`src/rtl/seg_scan_ctrl_pkg.sv`:
```
// Shared definitions for the multiplexed 7-segment scan controller:
// FSM state encoding and the active-low hex glyph table.
package seg_scan_ctrl_pkg;

    typedef enum logic [1:0] {
        StIdle  = 2'd0,
        StGuard = 2'd1,
        StDrive = 2'd2
    } scan_state_e;

    localparam logic [6:0] SegBlank = 7'h7F;

    // Bit order {g,f,e,d,c,b,a}, active-low; entry 15 is leftmost.
    localparam logic [15:0][6:0] SegTable = {
        7'h0E, 7'h06, 7'h21, 7'h46, 7'h03, 7'h08, 7'h10, 7'h00,
        7'h78, 7'h02, 7'h12, 7'h19, 7'h30, 7'h24, 7'h79, 7'h40
    };

endpackage

```
`src/rtl/seg_scan_ctrl_hex7seg_decode.sv`:
```
// Combinational nibble-to-segment lookup for one digit.
module hex7seg_decode
    import seg_scan_ctrl_pkg::*;
(
    input  logic [3:0] nibble,
    output logic [6:0] seg
);

    always_comb begin
        seg = SegTable[nibble];
    end

endmodule

```
`src/rtl/seg_scan_ctrl.sv`:
```
// Multiplexed 7-segment scan controller: double-buffered digit data, per-slot
// anode guard time, leading-zero blanking and registered outputs.
module seg_scan_ctrl
    import seg_scan_ctrl_pkg::*;
#(
    parameter int unsigned NUM_DIGITS   = 4,
    parameter int unsigned SLOT_CYCLES  = 100000,
    parameter int unsigned GUARD_CYCLES = 16
) (
    input  logic                    clk_in,
    input  logic                    rst,
    input  logic                    enable,
    input  logic                    load,
    input  logic [4*NUM_DIGITS-1:0] data_in,
    input  logic [NUM_DIGITS-1:0]   dp_in,
    input  logic                    lz_blank,
    output logic [NUM_DIGITS-1:0]   an,
    output logic [6:0]              seg,
    output logic                    dp,
    output logic                    frame_done
);

    localparam int unsigned CntW = $clog2(SLOT_CYCLES);
    localparam int unsigned IdxW = (NUM_DIGITS > 1) ? $clog2(NUM_DIGITS) : 1;
    localparam logic [CntW-1:0] SlotLast  = CntW'(SLOT_CYCLES - 1);
    localparam logic [CntW-1:0] GuardLast = CntW'(GUARD_CYCLES - 1);
    localparam logic [IdxW-1:0] IdxLast   = IdxW'(NUM_DIGITS - 1);

    scan_state_e             state_q, state_d;
    logic [CntW-1:0]         cnt_q, cnt_d;
    logic [IdxW-1:0]         idx_q, idx_d;
    logic [4*NUM_DIGITS-1:0] pend_data_q, pend_data_d, act_data_q, act_data_d;
    logic [NUM_DIGITS-1:0]   pend_dp_q, pend_dp_d, act_dp_q, act_dp_d;
    logic                    pend_valid_q, pend_valid_d;
    logic [NUM_DIGITS-1:0]   an_q, an_d;
    logic [6:0]              seg_q, seg_d;
    logic                    dp_q, dp_d;
    logic                    frame_done_q, frame_done_d;

    logic                    xfer;
    logic [3:0]              nibble;
    logic                    dp_sel;
    logic [6:0]              glyph;
    logic [NUM_DIGITS-1:0]   blank_mask;
    logic                    zero_run;

    always_comb begin
        state_d = state_q;
        cnt_d   = cnt_q;
        idx_d   = idx_q;
        case (state_q)
            StIdle: begin
                cnt_d = '0;
                idx_d = '0;
                if (enable) state_d = StGuard;
            end
            StGuard: begin
                cnt_d = cnt_q + 1'b1;
                if (cnt_q == GuardLast) state_d = StDrive;
            end
            StDrive: begin
                if (cnt_q == SlotLast) begin
                    cnt_d   = '0;
                    idx_d   = (idx_q == IdxLast) ? '0 : idx_q + 1'b1;
                    state_d = StGuard;
                end else begin
                    cnt_d = cnt_q + 1'b1;
                end
            end
            default: state_d = StIdle;
        endcase
        if (!enable) begin
            state_d = StIdle;
            cnt_d   = '0;
            idx_d   = '0;
        end
    end

    // Frame boundary: the edge that enters digit-0 guard, from either IDLE or a wrap.
    assign xfer = (state_d == StGuard) && (idx_d == '0) && (state_q != StGuard);

    always_comb begin
        pend_data_d  = load ? data_in : pend_data_q;
        pend_dp_d    = load ? dp_in : pend_dp_q;
        pend_valid_d = load ? 1'b1 : (xfer ? 1'b0 : pend_valid_q);
        act_data_d   = (xfer && pend_valid_q) ? pend_data_q : act_data_q;
        act_dp_d     = (xfer && pend_valid_q) ? pend_dp_q : act_dp_q;
    end

    always_comb begin
        nibble = 4'h0;
        dp_sel = 1'b0;
        for (int k = 0; k < int'(NUM_DIGITS); k++) begin
            if (idx_d == IdxW'(k)) begin
                nibble = act_data_d[4*k +: 4];
                dp_sel = act_dp_d[k];
            end
        end
    end

    // Digit k blanks when it and every more-significant nibble are zero.
    always_comb begin
        zero_run   = 1'b1;
        blank_mask = '0;
        for (int k = int'(NUM_DIGITS) - 1; k >= 1; k--) begin
            zero_run      = zero_run & (act_data_d[4*k +: 4] == 4'h0);
            blank_mask[k] = zero_run;
        end
    end

    hex7seg_decode u_decode (
        .nibble (nibble),
        .seg    (glyph)
    );

    // Outputs are computed from next-state so they line up with the state register.
    always_comb begin
        an_d         = '1;
        seg_d        = SegBlank;
        dp_d         = 1'b1;
        frame_done_d = 1'b0;
        if (state_d != StIdle) begin
            seg_d = (lz_blank && blank_mask[idx_d]) ? SegBlank : glyph;
            dp_d  = ~dp_sel;
        end
        if (state_d == StDrive) begin
            an_d[idx_d]  = 1'b0;
            frame_done_d = (idx_d == IdxLast) && (cnt_d == SlotLast);
        end
    end

    always_ff @(posedge clk_in) begin
        if (rst) begin
            state_q      <= StIdle;
            cnt_q        <= '0;
            idx_q        <= '0;
            pend_data_q  <= '0;
            pend_dp_q    <= '0;
            pend_valid_q <= 1'b0;
            act_data_q   <= '0;
            act_dp_q     <= '0;
            an_q         <= '1;
            seg_q        <= SegBlank;
            dp_q         <= 1'b1;
            frame_done_q <= 1'b0;
        end else begin
            state_q      <= state_d;
            cnt_q        <= cnt_d;
            idx_q        <= idx_d;
            pend_data_q  <= pend_data_d;
            pend_dp_q    <= pend_dp_d;
            pend_valid_q <= pend_valid_d;
            act_data_q   <= act_data_d;
            act_dp_q     <= act_dp_d;
            an_q         <= an_d;
            seg_q        <= seg_d;
            dp_q         <= dp_d;
            frame_done_q <= frame_done_d;
        end
    end

    assign an         = an_q;
    assign seg        = seg_q;
    assign dp         = dp_q;
    assign frame_done = frame_done_q;

endmodule

```
`config.mk`:
```
export PLATFORM = sky130hd
export DESIGN_NAME = seg_scan_ctrl
export DESIGN_NICKNAME = d
export VERILOG_FILES = /design/src/rtl/seg_scan_ctrl_pkg.sv /design/src/rtl/seg_scan_ctrl_hex7seg_decode.sv /design/src/rtl/seg_scan_ctrl.sv
export SDC_FILE = /design/constraint.sdc
export NUM_CORES = 1
export LEC_CHECK = 0
export BUFFER_PORTS_ARGS = -buffer_cell sky130_fd_sc_hd__buf_4
export CORE_ASPECT_RATIO = 0.75
export CORE_MARGIN = 2
export CORE_UTILIZATION = 63
export DETAILED_ROUTE_END_ITERATION = 8
export GPL_TIMING_DRIVEN = 0
export PLACE_DENSITY = 0.84
export SLEW_MARGIN = 30
export SYNTH_ARGS = -nofsm -noshare
export SYNTH_HDL_FRONTEND = slang
export SYNTH_HIERARCHICAL = 1
export SYNTH_SLANG_ARGS = --single-unit
```
`constraint.sdc`:
```
create_clock -name clk_in -period 7.4 [get_ports clk_in]
set_input_delay 0.74 -clock clk_in [delete_from_list [all_inputs] [get_ports clk_in]]
set_output_delay 0.74 -clock clk_in [all_outputs]
set_load 0.05 [all_outputs]
```
==> results.md, run 1 <==
- Outcome: finished clean
- Layout Area Growth over Synthesis: 14.7%
- Area leader, netlist: dfxtp_1
- DRT iter0 DRCs: 302
- CTS H-tree lvls: 3
- Resize count post-CTS: 0
- Crit path cell chain: ha_1, and3_1, buf_2, nand3_2, o2111ai_1, and2_1, clkbuf_1, nand2_1, o211ai_1, inv_1, ha_1, inv_1, mux4_1, nor2_1, o31ai_1
- Mapped Avg Cell Area: 8.97 µm²
- Row Count: 24
- Ys Warns: 6
- Port buffer count: 35
- Measured slew at the worst slew-check pin: between 0.7 and 0.8 ns
- Crit path to: seg[3]$_SDFF_PP1_
- Clk_lat worst skew: between 0.3 and 0.4 ns
- Die area: 6660 µm²
- Share of cells above drive strength 1: roughly 15%
- Number of distinct library cells after synthesis: 61
- Clock Skews: 0.0115 ns
- Detailed Routing Iterations Pass 1: 6
- Syn Inst Count: 423
- Achievable Freq: 217 MHz
- Internal: 0.000608 W
- Data required, critical path: 7.63 ns
- Leakage: 1.95 nW
- Crit path launch: cnt_q[0]$_SDFF_PP0_
- Vias/cell: 5.97
- Via count: 3295
- Placed cells: 536
- Power Dens Cells: 189 nW/µm²
- Syn_nets: 457
- WS Path Type: reg2reg
- CTS Buf Count: 9
- Crit path max-delay cell type: o211ai_1
- Hold WC Path Type: reg2reg
- Post-route ant nets: 0
- Crit path arrival time: 4.84 ns
- Crit start category: flip-flop
- Sw Pwr: 0.000215 W
- RSZ-0062 raised after global routing: false
- Final Util: 74.7%
- Sequential share of power: 51.3%
- Initial antenna violation count: 0
- Tmin final: 4.61 ns
- Yosys reg bits: 75
- Relative slew margins: 48.2%
- Final cell count without fillers: approximately 550
- Number of diodes: 0
- DP Area: just over 4000 µm²
- Vias in the first global route: 2882
- Async SR Flop Fraction: 0%
- Setup TNS: 0 ns
- Reg2reg setup slack: roughly 2.8 ns
- Total wire length: 8.77 mm
- # IOs: 38
- DRC Markers: 0
- Fillcell total: 437
- Root Buffer: clkbuf_8
- Share of the synthesized area in the top cell type: 39.6%
- Period utilization: between 60% and 70%
- MaxCap Viol Count: 0
- Sequential share of the synthesized area: roughly two fifths
- Final instance area: 4350 µm²
- Comb power frac: 9.3%
- Synth area leaders: dfxtp_1 40%, mux2i_1 13%, nor2_1 7.9%
- Sink Count: 75
- FF-to-FF path depth: 15
- Mapped cell area: around 3800 µm²
- Final Slew Violations: 0
- Core Area: 5830 µm²
- FF-to-FF Start: cnt_q[0]$_SDFF_PP0_
- Reg-to-reg endpoint: seg[3]$_SDFF_PP1_
- RD Place Congestion: 0.943
- Post-CTS Setup Inserts: 0
- Setup crit end kind: flip-flop
- First-pass GRT wire length: roughly 14 mm
- Worst VDD drop: 0.131 mV
- Synth Flop Type: dfxtp_1
- Clock-pin slew on the worst setup and hold paths: roughly 0.080 ns
- Net count, final: 503
- CTS tree: built
- HPWL after DPL: approximately 6.5 mm
- Switching Fraction: roughly a quarter
- Number of flops mapped to enable cells by yosys: 0
- # hold bufs at CTS: 0
- Total GRT Usage: between 20 and 30%
- CP Max Fanout: 10
- # setup viols final: 0
- Chip height: between 70 and 80 µm
- Grt total ovfl: 0
- Clock power share: 39.3%
- Post-DR wirelength/cell: between 15 and 20 µm
- Slowest Stage Delay on Critical Path: 0.57 ns
- Endpoints failing hold: 0
- Die X-Extent: 93.6 µm
- Starting density of the core: about two thirds
- CTS Buffer Depth: 2
- Largest net degree at the start of global routing: 15
worst min path at each step:
stage                                     start                           to  slack [ns]  cells past startpoint
finish                 act_data_q[1]$_SDFF_PP0_     act_data_q[1]$_SDFF_PP0_        0.50                      2
global route           act_data_q[1]$_SDFF_PP0_     act_data_q[1]$_SDFF_PP0_        0.52                      2
CTS                   pend_dp_q[1]$_SDFFE_PP0P_       act_dp_q[1]$_SDFF_PP0_        0.51                      2
detailed placement    pend_dp_q[1]$_SDFFE_PP0P_       act_dp_q[1]$_SDFF_PP0_        0.49                      2
global placement    pend_data_q[2]$_SDFFE_PP0P_  pend_data_q[2]$_SDFFE_PP0P_        0.48                      2
floorplan                act_dp_q[3]$_SDFF_PP0_       act_dp_q[3]$_SDFF_PP0_        0.46                      2
worst max-delay path, delay by kind of cell (launching register included):
| kind | cells | cell delay, ns |
|---|---|---|
| muxes | 1 | 0.48 |
| AOI/OAI and AO/OA | 3 | 1.16 |
| DFF | 1 | 0.45 |
| adders and majority gates | 2 | 0.60 |
| buffers and inverters | 4 | 0.87 |
| and+or+nand+nor | 5 | 0.91 |
metrics by stage:
stage	hold slack, ns	setup WS (ns)	power [W]
after global routing	0.518	2.58	0.000846
after detailed placement	0.486	2.97	0.000508
after global placement	0.478	3.18	0.000505
final	0.504	2.79	0.000823
after floorplan	0.457	3.61	0.000482
after CTS	0.508	2.95	0.000821
synthesized netlist by cell type (3+ instances only):
cell      count
nor2b_1       6
a211o_1       3
xor2_1        9
o21ai_0      13
or3_1         3
a21oi_1      15
nand3_1      17
a22o_1        3
buf_6         4
inv_1         8
nand4_1       6
o211ai_1      4
nand2_1      20
and2_1        4
ha_1          9
xnor2_1       8
nor3_1        4
and3_1       10
or4_1         4
nor2_1       80
clkbuf_1      9
o31ai_1       8
mux2i_1      48
dfxtp_1      75
nor4_1        5
buf_2         5
and4_1        3
kinds of logic after synthesis:
family	share of synthesized area, %
adder cells (fa/ha/maj)	2.97
flip-flops	39.6
multiplexers	14.5
XOR/XNOR	3.92
AND/OR/NAND/NOR	23.1
buffers and inverters	4.65
AO/OA/AOI/OAI	11.2
power groups by stage:
| stage | Sequential (W) | Clock [W] | Combinational, W |
|---|---|---|---|
| global placement | 0.000431 | 0 | 0.0000736 |
| floorplan | 0.000437 | 0 | 0.0000448 |
| CTS | 0.000422 | 0.000323 | 0.0000764 |
| detailed placement | 0.000432 | 0 | 0.0000763 |
| finish | 0.000422 | 0.000324 | 0.0000769 |
| global route | 0.000424 | 0.000339 | 0.0000828 |
registers in the layout, summed over array words and instances, names as in the netlist:
register,cells
pend_valid_q,1
pend_dp_q,4
state_q,2
idx_q,2
seg,7
frame_done,1
cnt_q,17
pend_data_q,16
act_data_q,16
act_dp_q,4
an,4
dp,1
layout make-up:
cell class                      count  area (µm²)  area share [%]
Buffer                             23         146            3.36
Sequential cell                    75        1500            34.5
Inverter                            8        30.0           0.690
Multi-Input combinational cell    317        2120            48.6
Clock buffer                       10         128            2.93
Clock inverter                      6        70.1            1.61
Tap cell                           78        97.6            2.24
Timing Repair Buffer               35         263            6.04
layout by cell type (no fill, tap or decap), types with 3 or more instances in the layout:
cell,instances
inv_1,8
mux2i_1,48
nor2_1,80
nor3_1,4
a211o_1,3
o21ai_0,13
buf_6,4
and4_1,3
nand3_1,17
o31ai_1,8
or4_1,4
dfxtp_1,75
and3_1,10
nand2_1,20
xnor2_1,8
nor4_1,5
xor2_1,9
or3_1,3
clkbuf_1,10
buf_4,37
nor2b_1,6
a22o_1,3
inv_6,3
nand4_1,6
o211ai_1,4
a21oi_1,15
buf_2,5
clkbuf_8,9
ha_1,9
and2_1,4
layer usage:
metal,GRT usage [%],wire [µm]
met1,41.0,4340
met2,39.6,3660
met3,6.82,635
met4,8.53,129
met5,0,0
No activity file was read; power rests on OpenSTA's default activity.
==> inputs of run 2 (changes only) <==
Settings changed: ABC_AREA set to 1, CORE_UTILIZATION 63 to 53, PLACE_DENSITY 0.84 to 0.76.
Clock period 7.4 ns to 4.1 ns, I/O delays scaled along.
==> run 2 against run 1 <==
Clock skew fell by 0.0031 ns. Worst hold slack got worse by 0.23 ns. Combinational power rose to 2.5 times the previous value. Design area fell by 5.1%. Cell count rose by 12%. Sequential power rose by 82%. First-iteration DRC count fell by 34%. Die area rose by 12%. Sequential cell count did not move. Routed wire length fell by 6.4%. Clock power rose by 58%. Clock-buffer cell count did not move.
==> results.md, run 2 <==
- Number of flops mapped to enable cells by yosys: 0
- Clock Skews: 0.00847 ns
- Commonest non-fill, non-tap cell in the layout: nand2_1
- CTS H-tree lvls: 3
- Total wire length: 8.21 mm
- CTS Buffer Depth: 2
- Post-synthesis compound-gate area fraction: 13.0%
- Post-synth top cells: 78 x nand2_1, 75 x dfxtp_1, 71 x nor2_1
- Crit path max-delay cell type: dfxtp_1
- Hold path depth: 3
- Met2 Use GR: 34.0%
- GRT busiest layer: met1
- Row Count: 25
- Simple-gate area share of the yosys netlist: 29.9%
- FF-to-FF path depth: 23
- HPWL after DPL: 6.39 mm
- Port buffer count: 36
- Period utilization: 85.7%
- Net count, final: 568
- Starting density of the core: 55.8%
- Total GRT Usage: between 20% and 30%
- Hold Crit Endpoint: pend_data_q[4]$_SDFFE_PP0P_
- Hold WC Path Type: in2reg
- Crit path arrival time: ~3.8 ns
- Most numerous cell in the Yosys netlist: nand2_1
- Chip height: 75.2 µm
- Area leader, netlist: dfxtp_1
- RSZ-0062 raised after global routing: false
- Biggest register: cnt_q
- Crit start category: flip-flop
- Largest net degree at the start of global routing: 14
- Slowest Stage Delay on Critical Path: 0.40 ns
- Resize count post-CTS: 0
- WS Path Type: reg2reg
- Mapped Avg Cell Area: 7.35 µm²
- Sequential share of the synthesized area: between 40% and 50%
- Layout Area Growth over Synthesis: 15.4%
- MaxCap Viol Count: 0
- Vias/cell: 5.21
- # hold bufs at CTS: 0
- Syn Inst Count: 487
- Data required, critical path: 4.40 ns
- Syn_nets: 521
- Core Area: around 6400 µm²
- Relative slew margins: between 60 and 70%
- Switching Fraction: between 20% and 30%
- DRT iter0 DRCs: 200
- Share of cells above drive strength 1: 16.7%
- Measured slew at the worst slew-check pin: 0.485 ns
- Outcome: finished clean
- Met1 GRT Util: 34.9%
- DP Worst Slack: 0.707 ns
- XOR/XNOR share of the synthesized area: 1.96%
- Mapped cell area: roughly 3600 µm²
- Setup crit end kind: flip-flop
- Detailed Routing Iterations Pass 1: 4
- Number of distinct library cells after synthesis: 38
- Crit-path most repeated cell: nand2_1
- Max FFs per register: 17
- Tmin final: 3.51 ns
- Worst VDD drop: roughly 0.21 mV
- CP Max Fanout: 10
- Synth Flop Type: dfxtp_1
- Grt total ovfl: 0
- Comb power frac: 13.1%
- Final Total Pwr: 0.00147 W
- Die X-Extent: 98.9 µm
- Post-CTS Setup Inserts: 0
- Post-Synth Adder-Cell Area: 3.14%
- Yosys reg bits: 75
- Min setup slack post-route: 0.586 ns
- Die area: between 7000 and 8000 µm²
- Biggest regs: cnt_q (17), act_data_q (16), pend_data_q (16)
- Share of the synthesized area in the top cell type: 41.9%
- # IOs: 38
- DRC Markers: 0
- Synth area leaders: dfxtp_1 42%, nand2_1 8.2%, nor2_1 7.4%
- Crit path cell chain: ha_1, nand2_2, nor2_4, nand3_2, nand2_2, nand3_1, nand3_4, nand3_4, nor2_8, buf_8, buf_6, nand2_1, o21ai_2, o22ai_1, a21oi_1, nand2_1, inv_1, ha_1, nand2_1, nand3_1, nand2_1, inv_1, nand3_1
- Clk_lat worst skew: ~0.36 ns
- Largest family of logic cells by synthesized area: simple AND/OR/NAND/NOR gates
- Initial antenna violation count: 0
- Power Dens Cells: approximately 360 nW/µm²
- Internal: ~0.0011 W
- Clock power share: a little over a third
- Ys Warns: 6
- FF-to-FF Start: cnt_q[1]$_SDFF_PP0_
- CTS tree: built
- Met3 Use GR: under 10%
- RD Place Congestion: between 1 and 1.5
- First-pass GRT wire length: 13.6 mm
- Endpoints failing hold: 0
- Worst hold start: data_in[4]
- Sw Pwr: about 0.00041 W
- Leakage: 1.76 nW
- Sequential share of power: roughly 52%
- Reg-to-reg endpoint: seg[3]$_SDFF_PP1_
- CTS Buf Count: 9
- Most frequent cells in the layout: 78 x nand2_1, 75 x dfxtp_1, 71 x nor2_1, 70 x inv_1
- Async SR Flop Fraction: 0%
- Post-route ant nets: 0
- Number of diodes: 0
- Reg2reg setup slack: around 0.59 ns
- # setup viols final: 0
- Clock-pin slew on the worst setup and hold paths: 0.08 ns
- Vias in the first global route: 2833
- Mux contribution to synthesized area: 0%
- Final Slew Violations: 0
- Setup TNS: 0 ns
- Via count: 3231
- Sink Count: 75
- Post-DR wirelength/cell: between 10 and 15 µm
- Root Buffer: clkbuf_8
- Achievable Freq: between 200 and 300 MHz
==> run 2: changes by cell type in the layout (fill, tap and decap cells not counted), sizes merged, moves of 6 or more <==
cell / delta
nand2: +68
inv: +61
mux2i: -49
o21ai: +35
nand3: +19
and3: -10
o31ai: -8
a21oi: +7
buf: -7
xnor2: -7
nor2b: -6
==> run 2: metal layers <==
metal,part of all wire (%),up-vias
met2,41,91
met5,0,-
met3,6.3,12
met4,1.2,0
li1,-,1656
met1,51,1472
==> run 2: how the worst max path moves through the flow <==
stage,cells after the start,end,from,slack [ns]
floorplan,24,seg[3]$_SDFF_PP1_,cnt_q[0]$_SDFF_PP0_,1.22
global placement,22,seg[1]$_SDFF_PP1_,cnt_q[1]$_SDFF_PP0_,0.75
detailed placement,22,seg[3]$_SDFF_PP1_,cnt_q[1]$_SDFF_PP0_,0.71
CTS,23,seg[3]$_SDFF_PP1_,cnt_q[1]$_SDFF_PP0_,0.64
global route,24,seg[0]$_SDFF_PP1_,cnt_q[1]$_SDFF_PP0_,0.32
finish,23,seg[3]$_SDFF_PP1_,cnt_q[1]$_SDFF_PP0_,0.59
==> run 2: logic make-up after synthesis <==
logic type               Yosys count
AO/OA/AOI/OAI                     83
XOR/XNOR                           8
adder cells (fa/ha/maj)            9
buffers and inverters             87
flip-flops                        75
AND/OR/NAND/NOR                  225
==> run 2: critical path: cells and delay by family, from the launching register on <==
kind / cells / cell delay, ns
AO/OA/AOI/OAI: 3 / 0.37
flip-flops: 1 / 0.40
buffers and inverters: 4 / 0.54
AND/OR/NAND/NOR: 14 / 1.65
adder cells (fa/ha/maj): 2 / 0.49
==> run 2: metrics by stage <==
| stage | cells | hold slack [ns] | utilization (%) | instance area, µm² |
|---|---|---|---|---|
| global placement | 604 | 0.446 | 61.6 | 3950 |
| finish | 620 | 0.270 | 64.4 | 4130 |
| detailed placement | 604 | 0.453 | 61.6 | 3950 |
| floorplan | 487 | 0.429 | - | 3580 |
| global route | 620 | 0.282 | 64.4 | 4130 |
| CTS | 620 | 0.268 | 64.4 | 4130 |
==> run 2: cell type report <==
| type | instances | area, µm² |
|---|---|---|
| Buffer | 14 | 85.1 |
| Multi-Input combinational cell | 325 | 1720 |
| Sequential cell | 75 | 1500 |
| Fill cell | 589 | 2280 |
| Clock inverter | 6 | 41.3 |
| Clock buffer | 10 | 138 |
| Inverter | 73 | 274 |
| Tap cell | 81 | 101 |
| Timing Repair Buffer | 36 | 270 |
==> run 2: power groups by stage <==
| stage | Clock, W | Sequential (W) | Combinational [W] |
|---|---|---|---|
| global route | 0.000550 | 0.000769 | 0.000216 |
| floorplan | 0 | 0.000801 | 0.000115 |
| CTS | 0.000524 | 0.000766 | 0.000193 |
| global placement | 0 | 0.000782 | 0.000187 |
| finish | 0.000512 | 0.000766 | 0.000193 |
| detailed placement | 0 | 0.000783 | 0.000192 |
